--- src/rtl/ro_freq_counter.sv ---
// ro_freq_counter: gated ring-oscillator frequency counter.
// Counts synchronized rising edges of ro_in over GATE_CYCLES clk_clk cycles
// and publishes the count on export_data with a valid/ready handshake.
module ro_freq_counter #(
    parameter int unsigned GATE_CYCLES = 50000,
    parameter int unsigned CNT_W       = 32,
    parameter int unsigned SYNC_STAGES = 2
) (
    input  logic             clk_clk,
    input  logic             reset_reset,
    input  logic             ro_in,
    input  logic             enable,
    input  logic             result_ready,
    output logic [CNT_W-1:0] export_data,
    output logic             result_valid,
    output logic             count_done,
    output logic             busy,
    output logic             overflow,
    output logic             overrun
);

    localparam int unsigned GATE_W = (GATE_CYCLES > 1) ? $clog2(GATE_CYCLES) : 1;
    localparam logic [GATE_W-1:0] GATE_LAST = GATE_W'(GATE_CYCLES - 1);
    localparam logic [CNT_W-1:0]  CNT_MAX   = '1;
    localparam logic [CNT_W-1:0]  CNT_NEAR  = CNT_MAX - CNT_W'(1);

    typedef enum logic [1:0] {
        S_IDLE  = 2'd0,
        S_ARM   = 2'd1,
        S_COUNT = 2'd2,
        S_LATCH = 2'd3
    } state_t;

    state_t                  state;
    logic [SYNC_STAGES-1:0]  sync_q;
    logic                    sync_prev;
    logic                    ro_rise_c;
    logic [CNT_W-1:0]        edge_cnt;
    logic [GATE_W-1:0]       gate_cnt;
    logic                    sat;

    // Synchronize ro_in into clk_clk and keep one extra flop for edge detect
    always_ff @(posedge clk_clk) begin
        if (reset_reset) begin
            sync_q    <= '0;
            sync_prev <= 1'b0;
        end else begin
            sync_q    <= {sync_q[SYNC_STAGES-2:0], ro_in};
            sync_prev <= sync_q[SYNC_STAGES-1];
        end
    end

    assign ro_rise_c = sync_q[SYNC_STAGES-1] & ~sync_prev;

    // Gate-window FSM, edge/gate counters, result register and handshake flags
    always_ff @(posedge clk_clk) begin
        if (reset_reset) begin
            state        <= S_IDLE;
            edge_cnt     <= '0;
            gate_cnt     <= '0;
            sat          <= 1'b0;
            export_data  <= '0;
            result_valid <= 1'b0;
            count_done   <= 1'b0;
            busy         <= 1'b0;
            overflow     <= 1'b0;
            overrun      <= 1'b0;
        end else begin
            count_done <= 1'b0;

            // Consumer pickup; a LATCH in the same cycle re-asserts below
            if (result_valid && result_ready) begin
                result_valid <= 1'b0;
            end

            case (state)
                S_IDLE: begin
                    if (enable) begin
                        state <= S_ARM;
                        busy  <= 1'b1;
                    end
                end

                S_ARM: begin
                    edge_cnt <= '0;
                    gate_cnt <= '0;
                    sat      <= 1'b0;
                    if (enable) begin
                        state <= S_COUNT;
                    end else begin
                        state <= S_IDLE;
                        busy  <= 1'b0;
                    end
                end

                S_COUNT: begin
                    if (!enable) begin
                        // Abort: discard the partial window, keep the last result
                        state    <= S_IDLE;
                        busy     <= 1'b0;
                        edge_cnt <= '0;
                        gate_cnt <= '0;
                        sat      <= 1'b0;
                    end else begin
                        gate_cnt <= gate_cnt + GATE_W'(1);
                        if (ro_rise_c) begin
                            if (edge_cnt != CNT_MAX) begin
                                edge_cnt <= edge_cnt + CNT_W'(1);
                            end
                            // Flag once the counter reaches its ceiling
                            if (edge_cnt >= CNT_NEAR) begin
                                sat <= 1'b1;
                            end
                        end
                        if (gate_cnt == GATE_LAST) begin
                            state      <= S_LATCH;
                            count_done <= 1'b1;
                        end
                    end
                end

                S_LATCH: begin
                    export_data  <= edge_cnt;
                    overflow     <= sat;
                    result_valid <= 1'b1;
                    if (result_valid && !result_ready) begin
                        overrun <= 1'b1;
                    end
                    edge_cnt <= '0;
                    gate_cnt <= '0;
                    sat      <= 1'b0;
                    if (enable) begin
                        state <= S_COUNT;
                    end else begin
                        state <= S_IDLE;
                        busy  <= 1'b0;
                    end
                end

                default: begin
                    state <= S_IDLE;
                    busy  <= 1'b0;
                end
            endcase
        end
    end

endmodule

--- config.mk ---
export PLATFORM = sky130hd
export DESIGN_NAME = ro_freq_counter
export DESIGN_NICKNAME = d
export VERILOG_FILES = /design/src/rtl/ro_freq_counter.sv
export SDC_FILE = /design/constraint.sdc
export NUM_CORES = 1
export LEC_CHECK = 0
export CORE_MARGIN = 5
export CORE_UTILIZATION = 50
export CTS_CLUSTER_SIZE = 20
export DETAILED_ROUTE_END_ITERATION = 8
export GPL_TIMING_DRIVEN = 0
export PLACE_DENSITY = 0.72
export RECOVER_POWER = 25
export SLEW_MARGIN = 10
export SYNTH_ARGS = -nofsm -noshare
export SYNTH_HDL_FRONTEND = slang
export SYNTH_SLANG_ARGS = --single-unit
--- constraint.sdc ---
create_clock -name clk_clk -period 4.6 [get_ports clk_clk]
set_input_delay 0.69 -clock clk_clk [delete_from_list [all_inputs] [get_ports clk_clk]]
set_output_delay 0.69 -clock clk_clk [all_outputs]
set_load 0.03 [all_outputs]
**Word-level counts from Yosys, hierarchy flattened**

Cells that the tools add are included.

- Register bits: 91
- Input bits: 5
- Word-level logic and storage cells: 65

- Add/sub/neg operators: 2
- $lt $le $gt $ge: 1
- Equality and inequality tests: 11
- Muxes and demuxes: 21
- Bitwise operators: 4
- Reductions and logical operators: 14

Operators with widths:

| cell | number |
|---|---|
| $mux W32 | 3 |
| $pmux W32 S2 | 1 |
| $add A32 B1 Y32 const B | 1 |
| $ge A32 B32 Y1 const B | 1 |
| $ne A32 B32 Y1 const B | 1 |
| $pmux W16 S2 | 1 |
| $add A16 B1 Y16 const B | 1 |
| $eq A16 B16 Y1 const B | 1 |
| $mux W16 | 1 |
| $ne A3 B3 Y1 const B | 4 |
| $mux W1 | 8 |
| $mux W2 | 4 |
| $pmux W2 S3 | 1 |
| $reduce_and A2 Y1 | 3 |
| $reduce_and A3 Y1 | 2 |
| $reduce_or A3 Y1 | 2 |
| $eq A2 B2 Y1 const B | 2 |
| $ne A2 B2 Y1 const B | 2 |
| $pmux W1 S2 | 2 |
| $reduce_bool A2 Y1 | 2 |
| $not A1 Y1 | 3 |
| $eq A2 B1 Y1 const B | 1 |
| $logic_and A1 B1 Y1 | 2 |
| $logic_not A2 Y1 | 1 |
| 3 further kinds | 3 |

**Longest topological paths before layout**

Gate-level depths: netlist (run 1).

- Word-level depth: 5
- Gate-level depth with buffers: 8
- Gate-level depth less buffers: 6

**Worst setup path after synthesis (run 1)**

No wires, ideal clock.

- Kind: in2reg
- Start point: input enable
- End point: register edge_cnt[4]
- Library setup time: 0.132 ns
- Arrival time: 2.127 ns
- Path slack: 2.341 ns
- Stages: 7
- Buffers on the path: 2
- Cell sequence: clkbuf_1 -> nand3b_1 -> or3_1 -> o31ai_4 -> buf_4 -> or3_2 -> a21oi_1

- Longest elaborated chain between the ends: 2
- Elaborated cells on any way between the ends: 5
- Those cells by class: 2 x eq/ne; 2 x mux; 1 x reduce/logical

RTL lines:

| item | line | text |
|---|---|---|
| from (decl) | 12 | `input logic enable,` |
| $ne A3 B3 Y1 (no source line) / $mux W32 (equally long branches) | n/a |  |
| $reduce_and A3 Y1 (no source line) / $pmux W32 S2 (equally long branches) | n/a |  |
| to (signal assigned) | 108 | `edge_cnt <= edge_cnt + CNT_W'(1);` |
| to (decl) | 38 | `logic [CNT_W-1:0] edge_cnt;` |

Several ways; a longest one is shown, not always the timed one.
A chain may end at the register's enable or synchronous reset.

**Final worst setup path (run 1)**

- Start point: register edge_cnt[1]
- End point: register edge_cnt[18]

- Longest elaborated chain between the ends: 5
- Elaborated cells on any way between the ends: 8
- Those cells by class: 1 x add/sub; 2 x eq/ne; 4 x mux; 1 x reduce/logical

RTL lines:

| item | line | text |
|---|---|---|
| $add A32 B1 Y32 | 108 |  |
| $mux W32 | 107 | `if (edge_cnt != CNT_MAX) begin` |
| $mux W32 | 106 | `if (ro_rise_c) begin` |
| $mux W32 | 97 | `if (!enable) begin` |
| $pmux W32 S2 | 76 | `case (state)` |

Several ways; a longest one is shown, not always the timed one. The select of a mux whose other input is x is not followed.

==> impl_metrics.env, run 1 <==
export IMPL_fp_dieW_um=99.7
export IMPL_cts_sinks=91
export IMPL_syn2layout_area_growth_pct=18.8
export IMPL_use_met2=0.323
export IMPL_numCtsBuffers=9
export IMPL_cts_clk_slew_worst_paths_ps=90
export IMPL_cts_root_buffer_cell="clkbuf_8"
export IMPL_crit_fanout=7
export IMPL_synth_seq_cells=91
export IMPL_hold_buffers=0
export IMPL_pre_cts_slack_ps=1940
export IMPL_insertion_delay_ps=370
export IMPL_antenna_found_initial=0
export IMPL_worstSetupPathType="flip-flop to flip-flop"
export IMPL_cp_arrival_ps=2940
export IMPL_fin_util=0.615
export IMPL_cts_tree="yes"
export IMPL_dieArea_um2=9930
export IMPL_leakagePower_nw=1.49
export IMPL_rows=32
export IMPL_synth_main_ff_cell="dfxtp_1"
export IMPL_syn_nets=512
export IMPL_core_area_um2=7770
export IMPL_gr_total_overflow=0
export IMPL_synth_cells=504
export IMPL_start_kind="flip-flop"
export IMPL_diodes=0
export IMPL_final_max_slew_viol_count=0
export IMPL_powerDensity_nw_per_um2=308
export IMPL_seq_area_frac_synth=0.453
export IMPL_die_height_um=99.7
export IMPL_tightest_slew_ps=748
export IMPL_max_cap_viol_count=0
export IMPL_yosys_area_top_type="dfxtp_1"
export IMPL_period_needed_ps=2640
export IMPL_yosys_warnings=0
export IMPL_layout_drive_gt1_share=0.0643
export IMPL_numPortBuffers=40
export IMPL_use_met3=0.0337
export IMPL_placed_area_um2=4550
export IMPL_whs_ps=455
export IMPL_fin_ws_ps=1960
export IMPL_cts_buffer_depth=2
export IMPL_min_period_over_period=0.575
export IMPL_synth_cell_type_count=52
export IMPL_grt_max_degree=16
export IMPL_first_global_vias=3497
export IMPL_finalSetupViolations=0
export IMPL_cts_repair_resized=0
export IMPL_timing_fmax_ghz=0.378
export IMPL_setup_tns_ps=0
export IMPL_routedWlPerCell_um=15.4
export IMPL_netlist_area_um2=4020
export IMPL_io_pins=42
export IMPL_drt_iter0_drc=211
export IMPL_synth_area_leaders="dfxtp_1 (45%), a21oi_1 (9.1%), nand2_1 (8.9%)"
export IMPL_crit_path_end_kind="flip-flop"
export IMPL_dr_total_vias=3878
export IMPL_grt_most_used_layer="met2"
export IMPL_dp_hpwl_mm=7.23
export IMPL_final_setup_skew_ps=11.0
export IMPL_wl_mm=10.2
export IMPL_hold_viol_final=0
export IMPL_status="complete, no violations"
export IMPL_hp_class="flip-flop to flip-flop"
export IMPL_vias_per_cell=5.86
export IMPL_drcViolationCount=0
export IMPL_cp_required_ps=4900
export IMPL_grt_setup_unrepaired="false"
export IMPL_cts_setup_buffers=0
export IMPL_antenna_left=0
export IMPL_met1_usage=0.291
export IMPL_grt_pass1_wl_mm=16.9
export IMPL_cts_htree_levels=3
export IMPL_fin_nets=563
export IMPL_ys_async_sr_fraction=0
export IMPL_firstDrtPassIters=5
export IMPL_postLayoutCellArea_um2=4770
export IMPL_slew_headroom=0.496
export IMPL_place_congestion=0.950
export IMPL_synth_avg_cell_area_um2=7.97
export IMPL_grt_usage=0.210
export IMPL_synth_edf_count=0
export IMPL_initial_core_util=0.517
export IMPL_synth_top_area_frac=0.453
export IMPL_peakVddDrop_v=0.000144
metal layers:
layer	vias up	routed length [µm]
met4	0	244
met1	1803	4800
li1	1920	-
met2	133	4540
met3	22	604
met5	-	0
metrics by stage:
stage / power [mW] / cells
after floorplan: 0.855 / 504
final: 1.47 / 662
after global routing: 1.52 / 662
after CTS: 1.48 / 662
after detailed placement: 0.880 / 646
after global placement: 0.879 / 646
report_power, final:
| part | switching, mW | leakage, nW | internal, mW |
|---|---|---|---|
| Combinational | 0.0489 | 0.651 | 0.0189 |
| Sequential | 0.00285 | 0.734 | 0.791 |
| Clock | 0.288 | 0.108 | 0.321 |
cell usage after synthesis, drive strengths merged (3+ instances only):
| cell type | number |
|---|---|
| a211oi | 3 |
| a21oi | 73 |
| a311oi | 3 |
| a31oi | 8 |
| and2 | 4 |
| and3 | 8 |
| and4 | 5 |
| buf | 10 |
| clkbuf | 21 |
| dfxtp | 91 |
| ha | 3 |
| inv | 5 |
| nand2 | 95 |
| nand3 | 19 |
| nand4 | 11 |
| nor2 | 24 |
| nor2b | 5 |
| nor3 | 13 |
| nor4 | 6 |
| o211ai | 3 |
| o21ai | 29 |
| o31ai | 8 |
| or3 | 21 |
| or4 | 13 |
layout by cell type, fill, tap and decap left out, drive strengths merged, types with 3 or more instances in the layout:
cell and count:
a311oi 3, a31oi 8, or4 13, inv 5
ha 3, o31ai 8, a211oi 3, and4 5
nor4 6, and3 8, o211ai 3, dfxtp 91
or3 21, nand3 19, nand2 95, clkbuf 32
nor3 13, clkdlybuf4s50 38, o21ai 29, buf 9
nor2 24, nor2b 5, nand4 11, and2 4
a21oi 73
path summary, 6_finish.rpt:
| check | start | endpoint | slack [ps] | cells past startpoint |
|---|---|---|---|---|
| setup / recovery | edge_cnt[1]$_SDFFE_PP0P_ | edge_cnt[18]$_SDFFE_PP0P_ | 1960 | 6 |
| hold / removal | export_data[7]$_SDFFE_PP0P_ | export_data[7]$_SDFFE_PP0P_ | 460 | 2 |
| setup reg to reg | edge_cnt[1]$_SDFFE_PP0P_ | edge_cnt[18]$_SDFFE_PP0P_ | 1960 | 6 |
| hold reg to reg | export_data[7]$_SDFFE_PP0P_ | export_data[7]$_SDFFE_PP0P_ | 460 | 2 |
cells by family (layout without fill, tap and decap cells):
family / count (synthesis) / in the layout / synth area share
and+or+nand+nor: 233 / 233 / 0.293
AOI/OAI and AO/OA: 138 / 138 / 0.199
DFF: 91 / 91 / 0.453
buffers and inverters: 36 / 92 / 0.0386
adders and majority gates: 3 / 3 / 0.00934
xor gates and xnor gates: 3 / 3 / 0.00654
worst max-delay path, stage by stage (launching register included):
cell      delay [ps]
dfxtp_1          450
ha_1             240
nand3_1          160
nor4_1           700
o211ai_1         390
or3_2            500
a21oi_1          150
state kept, by name (all words and copies together) (netlist names):
| signal | cells |
|---|---|
| export_data | 32 |
| overrun | 1 |
| count_done | 1 |
| sat | 1 |
| result_valid | 1 |
| gate_cnt | 16 |
| state | 2 |
| sync_prev | 1 |
| overflow | 1 |
| edge_cnt | 32 |
| sync_q | 2 |
| busy | 1 |
final cells by class:
type / instances / area [µm²]
Clock buffer: 10 / 138
Sequential cell: 91 / 1820
Multi-Input combinational cell: 377 / 2040
Buffer: 31 / 136
Fill cell: 731 / 2990
Tap cell: 102 / 128
Timing Repair Buffer: 40 / 400
Inverter: 5 / 18.8
Clock inverter: 6 / 88.8
Note: power is estimated with default switching activity, not from simulation.
==> inputs of run 2 (changes only) <==
==> constraint.sdc (replaced) <==
create_clock -name clk_clk -period 2.49 [get_ports clk_clk]
set_input_delay 0.3735 -clock clk_clk [delete_from_list [all_inputs] [get_ports clk_clk]]
set_output_delay 0.3735 -clock clk_clk [all_outputs]
set_load 0.03 [all_outputs]
==> run 2 against run 1 <==
Effect of this change: combinational power is 95% higher; routed wire length grew 1.1%; via count is 1.3% higher; first-iteration DRC count grew 4.3%; final area rose by 0.97%; largest power group unchanged.
==> impl_metrics.env, run 2 (same netlist as run 1, synthesis figures left out) <==
export IMPL_wl_mm=10.3
export IMPL_firstDrtPassIters=5
export IMPL_start_kind="flip-flop"
export IMPL_mostFrequentLayoutCells="nand2_1 (95), dfxtp_1 (89), a21oi_1 (73), o21ai_0 (29), nor2_1 (24)"
export IMPL_hp_class="primary input to flip-flop"
export IMPL_dr_wl_met2_mm=4.53
export IMPL_io_pins=42
export IMPL_setup_tns_ps=0
export IMPL_max_cap_viol_count=0
export IMPL_antenna_left=0
export IMPL_final_common_cell="nand2_1"
export IMPL_finalSetupViolations=0
export IMPL_drt_iter0_drc=220
export IMPL_status="complete, no violations"
export IMPL_insertion_delay_ps=370
export IMPL_wl_met1_mm=4.78
export IMPL_dr_total_vias=3930
export IMPL_fin_util=0.620
export IMPL_grt_usage=0.211
export IMPL_cts_tree="yes"
export IMPL_die_height_um=99.7
export IMPL_powerDensity_nw_per_um2=565
export IMPL_core_area_um2=7770
export IMPL_period_needed_ps=2340
export IMPL_numCtsBuffers=9
export IMPL_numPortBuffers=40
export IMPL_critPathSlowestCell="or4_4"
export IMPL_timing_fmax_ghz=0.428
export IMPL_cp_required_ps=2710
export IMPL_diodes=0
export IMPL_rows=32
export IMPL_grt_max_degree=16
export IMPL_tightest_slew_ps=652
export IMPL_grt_setup_unrepaired="false"
export IMPL_place_congestion=0.950
export IMPL_drcViolationCount=0
export IMPL_dieArea_um2=9930
export IMPL_cts_buffer_depth=2
export IMPL_top_layer_used="met4"
export IMPL_min_period_over_period=0.938
export IMPL_cts_htree_levels=3
export IMPL_peakVddDrop_v=0.000269
export IMPL_worstSetupPathType="flip-flop to flip-flop"
export IMPL_max_stage_delay_ps=610
export IMPL_cp_cell_sequence="nand4_1, or4_4, o31ai_4, buf_4, or3_1, a21oi_1"
export IMPL_fp_dieW_um=99.7
export IMPL_grt_pass1_wl_mm=16.9
export IMPL_dp_hpwl_mm=7.23
export IMPL_reg_largest_list="edge_cnt (32), export_data (32), gate_cnt (16)"
export IMPL_final_max_slew_viol_count=0
export IMPL_cts_clk_slew_worst_paths_ps=90
export IMPL_crit_path_end_kind="flip-flop"
export IMPL_final_setup_skew_ps=11.6
export IMPL_vias_per_cell=5.91
export IMPL_fin_nets=566
export IMPL_antenna_found_initial=0
export IMPL_first_global_vias=3518
export IMPL_critical_path_top_delay_family="simple AND/OR/NAND/NOR gates"
export IMPL_hold_viol_final=0
export IMPL_gr_total_overflow=0
export IMPL_cts_root_buffer_cell="clkbuf_8"
export IMPL_slew_headroom=0.562
export IMPL_cp_arrival_ps=2560
export IMPL_initial_core_util=0.517
export IMPL_layout_drive_gt1_share=0.0764
export IMPL_leakagePower_nw=1.59
export IMPL_routedWlPerCell_um=15.5
export IMPL_syn2layout_area_growth_pct=19.9
export IMPL_crit_fanout=10
export IMPL_hold_buffers=0
export IMPL_cts_sinks=91
export IMPL_wl_met3_um=717
export IMPL_critPathBufInv=1
[run 2: cell types whose count changed in the layout (fill, tap and decap cells not counted), sizes merged]
cell and change:
clkdlybuf4s50 -18, dlygate4sd3 +18, buf +3
[run 2: worst reg2reg max path: stages, from the launching register on]
cell	delay (ps)
dfxtp_1	470
nand4_1	310
or4_4	620
o31ai_4	380
buf_4	250
or3_1	120
a21oi_1	60
[run 2: stage by stage]
step | cells | power [mW] | setup slack [ps] | cell area, µm² | hold WS [ps]
after floorplan | 504 | 1.58 | 402 | 4020 | 414
after global placement | 646 | 1.62 | -0.590 | 4550 | 425
after detailed placement | 646 | 1.63 | -53.7 | 4550 | 436
after CTS | 662 | 2.73 | 55.2 | 4780 | 396
after global routing | 665 | 2.82 | 47.7 | 4820 | 446
final | 665 | 2.73 | 153 | 4820 | 402
[run 2: area by class of cell]
class	count	area (µm²)
Buffer	31	136
Sequential cell	91	1820
Clock inverter	6	88.8
Fill cell	725	2950
Timing Repair Buffer	43	423
Inverter	5	18.8
Multi-Input combinational cell	377	2060
Tap cell	102	128
Clock buffer	10	138
[run 2: repair_timing]
item | in CTS | in global routing
pin swaps | 1 | 1
setup buffers | 0 | 3
endpoints found under the setup margin | 3 | 21
gates resized for setup | 1 | 4
[run 2: routing by layer]
metal  track usage  up-vias
met4        0.0977        0
met1         0.290     1813
met3        0.0323       23
met5             0        -
li1              -     1933
met2         0.325      161
[run 2: final timing paths]
kind	start	end	slack [ps]	cells after the start
min	enable	busy$_SDFFE_PP0P_	400	3
max	edge_cnt[11]$_SDFFE_PP0P_	edge_cnt[1]$_SDFFE_PP0P_	150	6
min reg2reg	export_data[7]$_SDFFE_PP0P_	export_data[7]$_SDFFE_PP0P_	450	2
max reg2reg	edge_cnt[11]$_SDFFE_PP0P_	edge_cnt[1]$_SDFFE_PP0P_	150	6
[run 2: power by group]
part / total [mW] / switching (mW) / internal (mW)
Combinational: 0.132 / 0.0930 / 0.0392
Clock: 1.13 / 0.534 / 0.592
Sequential: 1.47 / 0.00533 / 1.46
Total: 2.73 / 0.632 / 2.09
==> inputs of run 3 (changes only) <==
--- a/config.mk
+++ b/config.mk
@@ -5,7 +5,6 @@
 export SDC_FILE = /design/constraint.sdc
 export NUM_CORES = 1
 export LEC_CHECK = 0
-export CORE_MARGIN = 5
 export CORE_UTILIZATION = 50
 export CTS_CLUSTER_SIZE = 20
 export DETAILED_ROUTE_END_ITERATION = 8
==> run 3 against run 2 <==
Effect of this change: flip-flop and latch count did not move; non-clock buffer count fell by 1; first-iteration DRC count fell by 3.6%; critical path depth increased by 1; sequential power about the same; cell count decreased by 0.15%; global-route usage is 4.3 points higher; clock skew is 2.0 ps lower; routed wire length down 0.58%; highest routed layer unchanged.
==> impl_metrics.env, run 3 (same netlist as run 1, synthesis figures left out) <==
export IMPL_fin_util=0.622
export IMPL_final_max_slew_viol_count=0
export IMPL_die_height_um=91.7
export IMPL_cp_arrival_ps=2580
export IMPL_tightest_slew_ps=656
export IMPL_hold_buffers=0
export IMPL_use_met2=0.394
export IMPL_hp_class="primary input to flip-flop"
export IMPL_hold_depth=3
export IMPL_antenna_left=0
export IMPL_whs_ps=420
export IMPL_r2r_slack_ps=130
export IMPL_cts_clk_slew_worst_paths_ps=80
export IMPL_gr_total_overflow=0
export IMPL_wl_mm=10.2
export IMPL_grt_pass1_wl_mm=16.8
export IMPL_numPortBuffers=40
export IMPL_hold_start="enable"
export IMPL_max_cap_viol_count=0
export IMPL_dieArea_um2=8400
export IMPL_rows=32
export IMPL_cts_tree="yes"
export IMPL_postLayoutCellArea_um2=4830
export IMPL_cts_root_buffer_cell="clkbuf_8"
export IMPL_reg2reg_from="edge_cnt[1]$_SDFFE_PP0P_"
export IMPL_leakagePower_nw=1.57
export IMPL_core_area_um2=7770
export IMPL_crit_fanout=10
export IMPL_period_needed_ps=2360
export IMPL_status="complete, no violations"
export IMPL_hold_viol_final=0
export IMPL_vias_per_cell=5.84
export IMPL_diodes=0
export IMPL_drcViolationCount=0
export IMPL_mostFrequentLayoutCells="nand2_1 (95), dfxtp_1 (89), a21oi_1 (73), o21ai_0 (29), nor2_1 (24)"
export IMPL_insertion_delay_ps=360
export IMPL_use_met3=0.0564
export IMPL_cts_sinks=91
export IMPL_worst_r2r_endpoint="edge_cnt[1]$_SDFFE_PP0P_"
export IMPL_grt_setup_unrepaired="false"
export IMPL_fp_dieW_um=91.7
export IMPL_reg_largest_list="edge_cnt (32), export_data (32), gate_cnt (16)"
export IMPL_power_total_mw=2.82
export IMPL_cp_required_ps=2710
export IMPL_met1_usage=0.346
export IMPL_firstDrtPassIters=5
export IMPL_drt_iter0_drc=212
export IMPL_layout_drive_gt1_share=0.0747
export IMPL_placed_area_um2=4550
export IMPL_crit_path_end_kind="flip-flop"
export IMPL_start_kind="flip-flop"
export IMPL_routedWlPerCell_um=15.4
export IMPL_antenna_found_initial=0
export IMPL_grt_max_degree=16
export IMPL_peakVddDrop_v=0.000273
export IMPL_first_global_vias=3420
export IMPL_min_to="busy$_SDFFE_PP0P_"
export IMPL_dr_total_vias=3877
export IMPL_place_congestion=0.926
export IMPL_fin_nets=565
export IMPL_worstSetupPathType="flip-flop to flip-flop"
export IMPL_io_pins=42
export IMPL_syn2layout_area_growth_pct=20.2
export IMPL_finalSetupViolations=0
export IMPL_cts_buffer_depth=2
export IMPL_dp_hpwl_mm=7.22
export IMPL_cts_htree_levels=3
export IMPL_powerDensity_nw_per_um2=585
export IMPL_grt_usage=0.254
export IMPL_numCtsBuffers=9
export IMPL_initial_core_util=0.517
export IMPL_min_period_over_period=0.947
export IMPL_final_common_cell="nand2_1"
export IMPL_rr_worst_depth=7
export IMPL_timing_fmax_ghz=0.424
export IMPL_grt_most_used_layer="met2"
export IMPL_final_setup_skew_ps=9.64
export IMPL_slew_headroom=0.561
run 3: cell count changes in the layout (fill, tap and decap cells not counted):
| cell | before | now |
|---|---|---|
| buf_4 | 4 | 2 |
| buf_6 | 1 | 2 |
| bufinv_16 | 2 | 3 |
| clkdlybuf4s50_1 | 20 | 21 |
| clkinv_2 | 1 | 0 |
| clkinv_4 | 1 | 0 |
| clkinvlp_4 | 2 | 3 |
| dlygate4sd3_1 | 20 | 19 |
| nor4_2 | 1 | 2 |
| nor4_4 | 1 | 0 |
run 3: final cells by class:
class | count | area, µm²
repair buffers | 42 | 415
flip-flops and latches | 91 | 1820
clock inverters | 6 | 113
fillers | 733 | 2940
clock buffers | 10 | 138
well taps | 102 | 128
multi-input cells | 377 | 2050
inverters | 5 | 18.8
plain buffers | 31 | 140
run 3: report_power, final:
group	switching, mW	leakage, nW	internal (mW)
Sequential	0.00514	0.735	1.46
Combinational	0.0930	0.722	0.0382
Clock	0.532	0.115	0.694
run 3: worst max-delay path: stages, from the launching register on:
cell and delay [ps]:
dfxtp_2 390, ha_1 210, nand3_1 200, or4_4 610, o31ai_4 420, buf_6 210, or3_1 120, a21oi_1 60
run 3: metal layers:
| metal | vias to the layer above | part of all wire |
|---|---|---|
| met4 | 0 | 0.023 |
| met5 | - | 0 |
| met2 | 137 | 0.44 |
| met1 | 1797 | 0.48 |
| met3 | 19 | 0.058 |
| li1 | 1924 | - |
run 3: repair_timing:
action,in CTS,in global routing
buffers inserted,0,2
endpoints found under the setup margin,10,21
endpoints found under the hold margin,0,0
pin swaps,1,1
gates resized for setup,1,4
run 3: stage by stage:
step | std cells | setup slack [ps] | setup TNS, ps
after detailed placement | 646 | -41.9 | -158
after global placement | 646 | -31.5 | -74.4
after global routing | 664 | 0.919 | 0
after floorplan | 504 | 402 | 0
after CTS | 662 | 24.4 | 0
final | 664 | 132 | 0
run 3: how the worst max path moves through the flow:
stage	start	end	slack (ps)	cells past startpoint
after global routing	edge_cnt[1]$_SDFFE_PP0P_	edge_cnt[18]$_SDFFE_PP0P_	0.9	6
final	edge_cnt[1]$_SDFFE_PP0P_	edge_cnt[1]$_SDFFE_PP0P_	130	7
after global placement	edge_cnt[1]$_SDFFE_PP0P_	edge_cnt[20]$_SDFFE_PP0P_	-30	6
after CTS	edge_cnt[1]$_SDFFE_PP0P_	edge_cnt[1]$_SDFFE_PP0P_	20	7
after floorplan	edge_cnt[1]$_SDFFE_PP0P_	edge_cnt[4]$_SDFFE_PP0P_	400	7
after detailed placement	edge_cnt[1]$_SDFFE_PP0P_	edge_cnt[20]$_SDFFE_PP0P_	-40	6
